## src/rtl/connect4_pkg.sv

```systemverilog
// connect4_pkg: shared constants and receiver state encoding for the Connect 4 design
package connect4_pkg;
   localparam int NUM_COLS = 7;
   localparam logic [3:0] MOVE_MARKER = 4'hA;
   typedef enum logic [2:0] {IDLE, SHIFT, CHECK, HOLD, ACK} rx_state_t;
endpackage

```

## src/rtl/sync_edge.sv

```systemverilog
// sync_edge: 2-flop synchroniser with a third flop for registered rise/fall pulses
module sync_edge (
   input  logic clk,
   input  logic rst,
   input  logic d,
   output logic q,
   output logic rise,
   output logic fall
);
   logic s1, s2, s3;
   assign q = s3;
   // synchronise the pin, then compare the last two stages to flag edges aligned with q
   always_ff @(posedge clk) begin
      if (rst) begin
         {s1, s2, s3, rise, fall} <= '0;
      end else begin
         s1   <= d;
         s2   <= s1;
         s3   <= s2;
         rise <= s2 & ~s3;
         fall <= ~s2 & s3;
      end
   end
endmodule

```

## src/rtl/spi_move_receiver.sv

```systemverilog
// spi_move_receiver: receives a remote move over SPI and offers it as a validated column
module spi_move_receiver
   import connect4_pkg::*;
#(
   parameter int FRAME_BITS = 8,
   parameter int ACK_CYCLES = 50000
) (
   input  logic       clk,
   input  logic       rst,
   input  logic       sck,
   input  logic       ss,
   input  logic       mosi,
   input  logic       accept_en,
   input  logic       move_take,
   output logic [2:0] column,
   output logic       move_valid,
   output logic       pin_ack,
   output logic       frame_err
);
   rx_state_t state, state_nx;
   logic [FRAME_BITS-1:0] shift_reg;
   logic [3:0] bit_cnt;
   logic [15:0] ack_cnt;
   logic sck_rise, ss_q, ss_rise, ss_fall, mosi_q, frame_ok;
   logic unused_sck_q, unused_sck_fall, unused_mosi_rise, unused_mosi_fall;

   sync_edge u_sck  (.clk(clk), .rst(rst), .d(sck),  .q(unused_sck_q), .rise(sck_rise), .fall(unused_sck_fall));
   sync_edge u_ss   (.clk(clk), .rst(rst), .d(ss),   .q(ss_q),   .rise(ss_rise),  .fall(ss_fall));
   sync_edge u_mosi (.clk(clk), .rst(rst), .d(mosi), .q(mosi_q), .rise(unused_mosi_rise), .fall(unused_mosi_fall));

   assign frame_ok = bit_cnt == 4'(FRAME_BITS)
                  && shift_reg[FRAME_BITS-1 -: 4] == MOVE_MARKER
                  && !shift_reg[3]
                  && 32'(shift_reg[2:0]) < NUM_COLS
                  && accept_en;
   assign move_valid = state == HOLD;
   assign pin_ack    = state == ACK;

   // state register
   always_ff @(posedge clk) begin
      if (rst) state <= IDLE;
      else     state <= state_nx;
   end

   // next-state logic; ss rise wins over a coincident sck rise so that bit is dropped
   always_comb begin
      state_nx = state;
      case (state)
         IDLE:    state_nx = ss_fall ? SHIFT : IDLE;
         SHIFT:   state_nx = ss_rise ? CHECK : SHIFT;
         CHECK:   state_nx = frame_ok ? HOLD : IDLE;
         HOLD:    state_nx = move_take ? ACK : HOLD;
         ACK:     state_nx = ack_cnt == '0 ? IDLE : ACK;
         default: state_nx = IDLE;
      endcase
   end

   // shift register, bit counter, latched column, ack timer and error pulse
   always_ff @(posedge clk) begin
      if (rst) begin
         shift_reg <= '0;
         bit_cnt   <= '0;
         ack_cnt   <= '0;
         column    <= '0;
         frame_err <= 1'b0;
      end else begin
         frame_err <= state == CHECK && !frame_ok;
         if (state == IDLE && ss_fall) begin
            shift_reg <= '0;
            bit_cnt   <= '0;
         end else if (state == SHIFT && !ss_rise && sck_rise && !ss_q) begin
            shift_reg <= {shift_reg[FRAME_BITS-2:0], mosi_q};
            bit_cnt   <= bit_cnt == 4'hF ? bit_cnt : bit_cnt + 4'd1;
         end
         if (state == CHECK && frame_ok) column <= shift_reg[2:0];
         if (state == HOLD && move_take) ack_cnt <= 16'(ACK_CYCLES - 1);
         else if (state == ACK && ack_cnt != '0) ack_cnt <= ack_cnt - 16'd1;
      end
   end
endmodule

```

## config.mk

```make
export PLATFORM = sky130hd
export DESIGN_NAME = spi_move_receiver
export DESIGN_NICKNAME = d
export VERILOG_FILES = /design/src/rtl/connect4_pkg.sv /design/src/rtl/sync_edge.sv /design/src/rtl/spi_move_receiver.sv
export SDC_FILE = /design/constraint.sdc
export NUM_CORES = 1
export LEC_CHECK = 0
export CAP_MARGIN = 40
export CELL_PAD_IN_SITES_DETAIL_PLACEMENT = 1
export CELL_PAD_IN_SITES_GLOBAL_PLACEMENT = 1
export CORE_ASPECT_RATIO = 1.4
export CORE_MARGIN = 2
export CORE_UTILIZATION = 43
export CTS_BUF_LIST = sky130_fd_sc_hd__clkbuf_8
export DETAILED_ROUTE_END_ITERATION = 8
export PLACE_DENSITY_LB_ADDON = 0.1
export SYNTH_ARGS = -nofsm -noshare
export SYNTH_HDL_FRONTEND = slang
export SYNTH_HIERARCHICAL = 1
export SYNTH_SLANG_ARGS = --single-unit
```

## constraint.sdc

```tcl
create_clock -name clk -period 1.6 [get_ports clk]
set_input_delay 0.16 -clock clk [delete_from_list [all_inputs] [get_ports clk]]
set_output_delay 0.16 -clock clk [all_outputs]
set_load 0.01 [all_outputs]
```

* After elaboration in Yosys (flattened, before gate mapping)
Index checks and enable logic that the tools add are counted.
** Operators by class
- Add/subtract/negate cells :: 2
- Magnitude comparators :: 1
- Equal/unequal tests :: 7
- Mux-type cells :: 8
- Bitwise gates (word level) :: 7
- Reductions and logical operators :: 23
** Operators with widths (count)
- $mux W16 :: 2
- $logic_not A16 Y1 :: 1
- $reduce_bool A16 Y1 :: 1
- $sub A16 B1 Y16 const B :: 1
- $pmux W3 S5 :: 1
- $eq A4 B4 Y1 const B :: 3
- $logic_and A1 B1 Y1 :: 12
- $eq A3 B2 Y1 const B :: 2
- $mux W3 :: 2
- $add A4 B1 Y4 const B :: 1
- $logic_not A1 Y1 :: 4
- $mux W2 :: 2
- $not A1 Y1 :: 4
- $reduce_or A2 Y1 :: 2
- $and A1 B1 Y1 :: 3
- $eq A3 B1 Y1 const B :: 1
- $eq A3 B3 Y1 const B :: 1
- $logic_not A3 Y1 :: 1
- $lt A3 B3 Y1 const B :: 1
- $reduce_and A2 Y1 :: 1
- $reduce_bool A2 Y1 :: 1
- $mux W1 :: 1
** Word-level totals
- Register bits after elaboration :: 47
- Output and inout bits :: 6

* Depth between registers and ports, before layout
- Depth after elaboration :: 7
- Gate-level depth with buffers :: 7

* Cells and area by module
The synthesis kept the hierarchy.
** Modules (own cells, without submodules)
- spi_move_receiver :: instances 1, cells an instance 198, area an instance 1780.5 um2, sequential area each 700.7 um2
- sync_edge :: instances 3, cells an instance 10, area an instance 133.9 um2, sequential area each 100.1 um2

* Least setup slack after synthesis
No wires, ideal clock.
- Path type :: register to register
- Start :: register ack_cnt[0]
- End :: register ack_cnt[1]
- Data arrival time :: 1669 ps
- Required time :: 1509 ps
- Slack :: -160 ps
- Cell stages (with the launch flop) :: 8
- Buffers on the path :: 1
- Path through :: dfxtp_1 -> inv_1 -> ha_1 -> nor3b_1 -> and4_1 -> buf_2 -> a21oi_1 -> a311oi_1
** On the way
- Cells in the longest elaborated chain, start to end :: 3
- Elaborated cells between the ends (all ways) :: 6
** RTL lines
- start, declared :: RTL line spi_move_receiver.sv:23 : logic [15:0] ack_cnt;
- start signal, assigned :: RTL line spi_move_receiver.sv:76 : if (state == HOLD && move_take) ack_cnt <= 16'(ACK_CYCLES - 1);
- start signal, assigned :: RTL line spi_move_receiver.sv:77 : else if (state == ACK && ack_cnt != '0) ack_cnt <= ack_cnt - 16'd1;
- $sub A16 B1 Y16 or $reduce_bool A16 Y1 (tied branches) :: RTL line spi_move_receiver.sv:77
- $mux W16 or $logic_and A1 B1 Y1 (tied branches) :: RTL line spi_move_receiver.sv:77
- $mux W16 or $reduce_bool A2 Y1 (tied branches)
Several ways; a longest one is shown, not always the timed one. The select of a mux whose other input is x is not followed.
A chain may end at the register's enable or synchronous reset.

* Worst setup path after layout
- Start :: register state[0]
- End :: register ack_cnt[6]
** On the way
- Cells in the longest elaborated chain, start to end :: 3
- Elaborated cells between the ends (all ways) :: 6
** RTL lines
- start, declared :: RTL line spi_move_receiver.sv:20 : rx_state_t state, state_nx;
- start signal, assigned :: RTL line spi_move_receiver.sv:42 : else state <= state_nx;
- $eq A3 B2 Y1 or $eq A3 B3 Y1 (tied branches) :: RTL line spi_move_receiver.sv:76, spi_move_receiver.sv:77
- $logic_and A1 B1 Y1, on equally long branches :: RTL line spi_move_receiver.sv:76, spi_move_receiver.sv:77
- $mux W16 or $reduce_bool A2 Y1 (tied branches)
Several ways; a longest one is shown, not always the timed one.

==> metrics.txt <==
Cell Pwr Density=712.3 nW/um^2; fin nets=295; boundary pin count=13; die height=86.68 um; status=complete, but fails checks; CTS tree=done; GRT overflow=0; Slew @ Worst Pin=492.8 ps; crit path DAT=~2000 ps; Total Die Area=5465 sq um; Worst VDD drop=~0.65 mV; final setup margin=-173.9 ps; drt pass-1 iters=4; max-slew violations=0; final hold vios=0; DRT Wirelength=6479 um; RSZ-0062 raised after global routing=true; Post-Syn Instances=222; HP Class=reg2reg; CP Capture Type=flip-flop; ANT cells=0; share of cells above drive strength 1=0.3439; worst setup path end=ack_cnt[6]; I/O Buffers=12; Levels on crit path=6; vias in the first global route=2,068; Setup crit start=state[0]; FMAX=roughly 560 MHz; Initial DRC Count=79; clk_lat worst skew=310 ps; Die X=around 63 um; Core Box Area=4767 sq um; Syn Std Cell Area=approximately 2100 sq um; period utilization=1.109; leakage=0.001140 uW; clock root buffer=clkbuf_8; Synth warnings=6; hpwl dp=roughly 4200 um; Design Area, Final=2913 sq um; placed inst area=2571 sq um; CTS Buffer Depth=2; max-cap violations=0; num rows=30; clock sink count=47; DRC Markers=0; routed vias/inst=5.559; via count=1,940; Setup-failing EPs final=14; critical path cell sequence=or3b_4 > clkinv_4 > nand3_4 > buf_4 > or4_4 > a31oi_1; Area Growth Syn to Fin=38.74%; GP Congestion=0.7792; CP max stage cell=or4_4; clock-pin slew on the worst setup and hold paths=100 ps; max incr delay on CP=420 ps; syn_nets=233; H-tree Lvls=2; dpl ws=-90.70 ps; critical path fanouts, max=6; remaining antenna violation count=0; family with the most delay on the worst path=simple AND/OR/NAND/NOR gates; WS Path Type=reg2reg; syn_area_per_cell=between 9 and 10 sq um; clock period minus worst slack=roughly 1800 ps; hold_buf cts=0; total track usage=0.2287; CTS Buf Count=5; Avg WL per Cell=18.56 um; Worst Clk Skew=10.18 ps; largest net degree at the start of global routing=35; RR Endpoint=ack_cnt[6]; max FFs per register=16; CP startpoint kind=flip-flop; Reg2Reg Launch Point=state[0]; Initial Utilization=0.4404; Rel. slew slack=0.6708; first-pass GRT wire length=9618 um; initial antenna violation count=0; worst reg2reg setup slack=-170 ps; CP Buf/Inv Count=2; failing checks=negative setup slack; Worst R2R Path Depth=6; worst path required time=1830 ps
[layout make-up]
class	instances	area, sq um
Tap cell	64	80.08
Multi-Input combinational cell	162	1241
Clock buffer	5	68.82
Timing Repair Buffer	62	523.0
Sequential cell	47	948.4
Inverter	6	27.53
Clock inverter	3	23.77
Fill cell	562	1854
[stage by stage]
stage | setup TNS, ps | hold WS [ps] | util | cells | total power (uW)
floorplan | -444.9 | 231.6 | - | 222 | 1277
global placement | -144.9 | 387.9 | 0.5394 | 327 | 1328
detailed placement | -684.1 | 386.3 | 0.5394 | 327 | 1334
CTS | -596.4 | 393.3 | 0.5772 | 339 | 2077
global route | -2687 | 408.1 | 0.6110 | 349 | 2149
finish | -1404 | 386.9 | 0.6110 | 349 | 2075
[how the worst min path moves through the flow]
stage | to | start | cells after the start | slack, ps
floorplan | u_mosi/q | rst | 1 | 230
detailed placement | u_sck/rise | u_sck/q | 1 | 390
finish | u_sck/rise | u_sck/q | 1 | 390
global route | u_sck/rise | u_sck/q | 1 | 410
global placement | u_sck/rise | u_sck/q | 1 | 390
CTS | u_sck/rise | u_sck/q | 1 | 390
[per-layer routing]
| layer | wire (um) | track usage | part of all wire | vias up |
|---|---|---|---|---|
| li1 | - | - | - | 951 |
| met1 | 2409 | 0.2276 | 0.37 | 948 |
| met2 | 3743 | 0.4381 | 0.58 | 26 |
| met3 | 117 | 0.04675 | 0.018 | 15 |
| met4 | 210 | 0.1253 | 0.032 | 0 |
| met5 | 0 | 0 | 0 | - |
[layout by cell type, fill, tap and decap left out, types with 3 or more instances in the layout]
master / instances
a21oi_1: 12
mux2i_1: 12
o21ai_0: 8
nor3b_1: 6
nor2_1: 18
nand2_1: 7
buf_4: 45
nand4_1: 3
clkdlybuf4s50_1: 10
or4_4: 3
dfxtp_1: 41
clkbuf_8: 5
nor2b_1: 11
inv_1: 3
a31oi_1: 6
or3_1: 6
o21ai_1: 3
nor3_1: 4
buf_6: 5
dfxtp_2: 6
o31ai_1: 5
nand3_1: 9
[power by group]
part | internal [uW] | switching [uW]
logic | 65.7 | 75.2
registers | 1180 | 6.78
clock network | 313 | 432
[timing repair]
item                       CTS  global route
resized for setup           17            22
setup endpoints to repair   16            28
gates cloned                 1             0
setup buffers                3            12
pin swaps                    7            18
No activity file was read; power rests on OpenSTA's default activity.
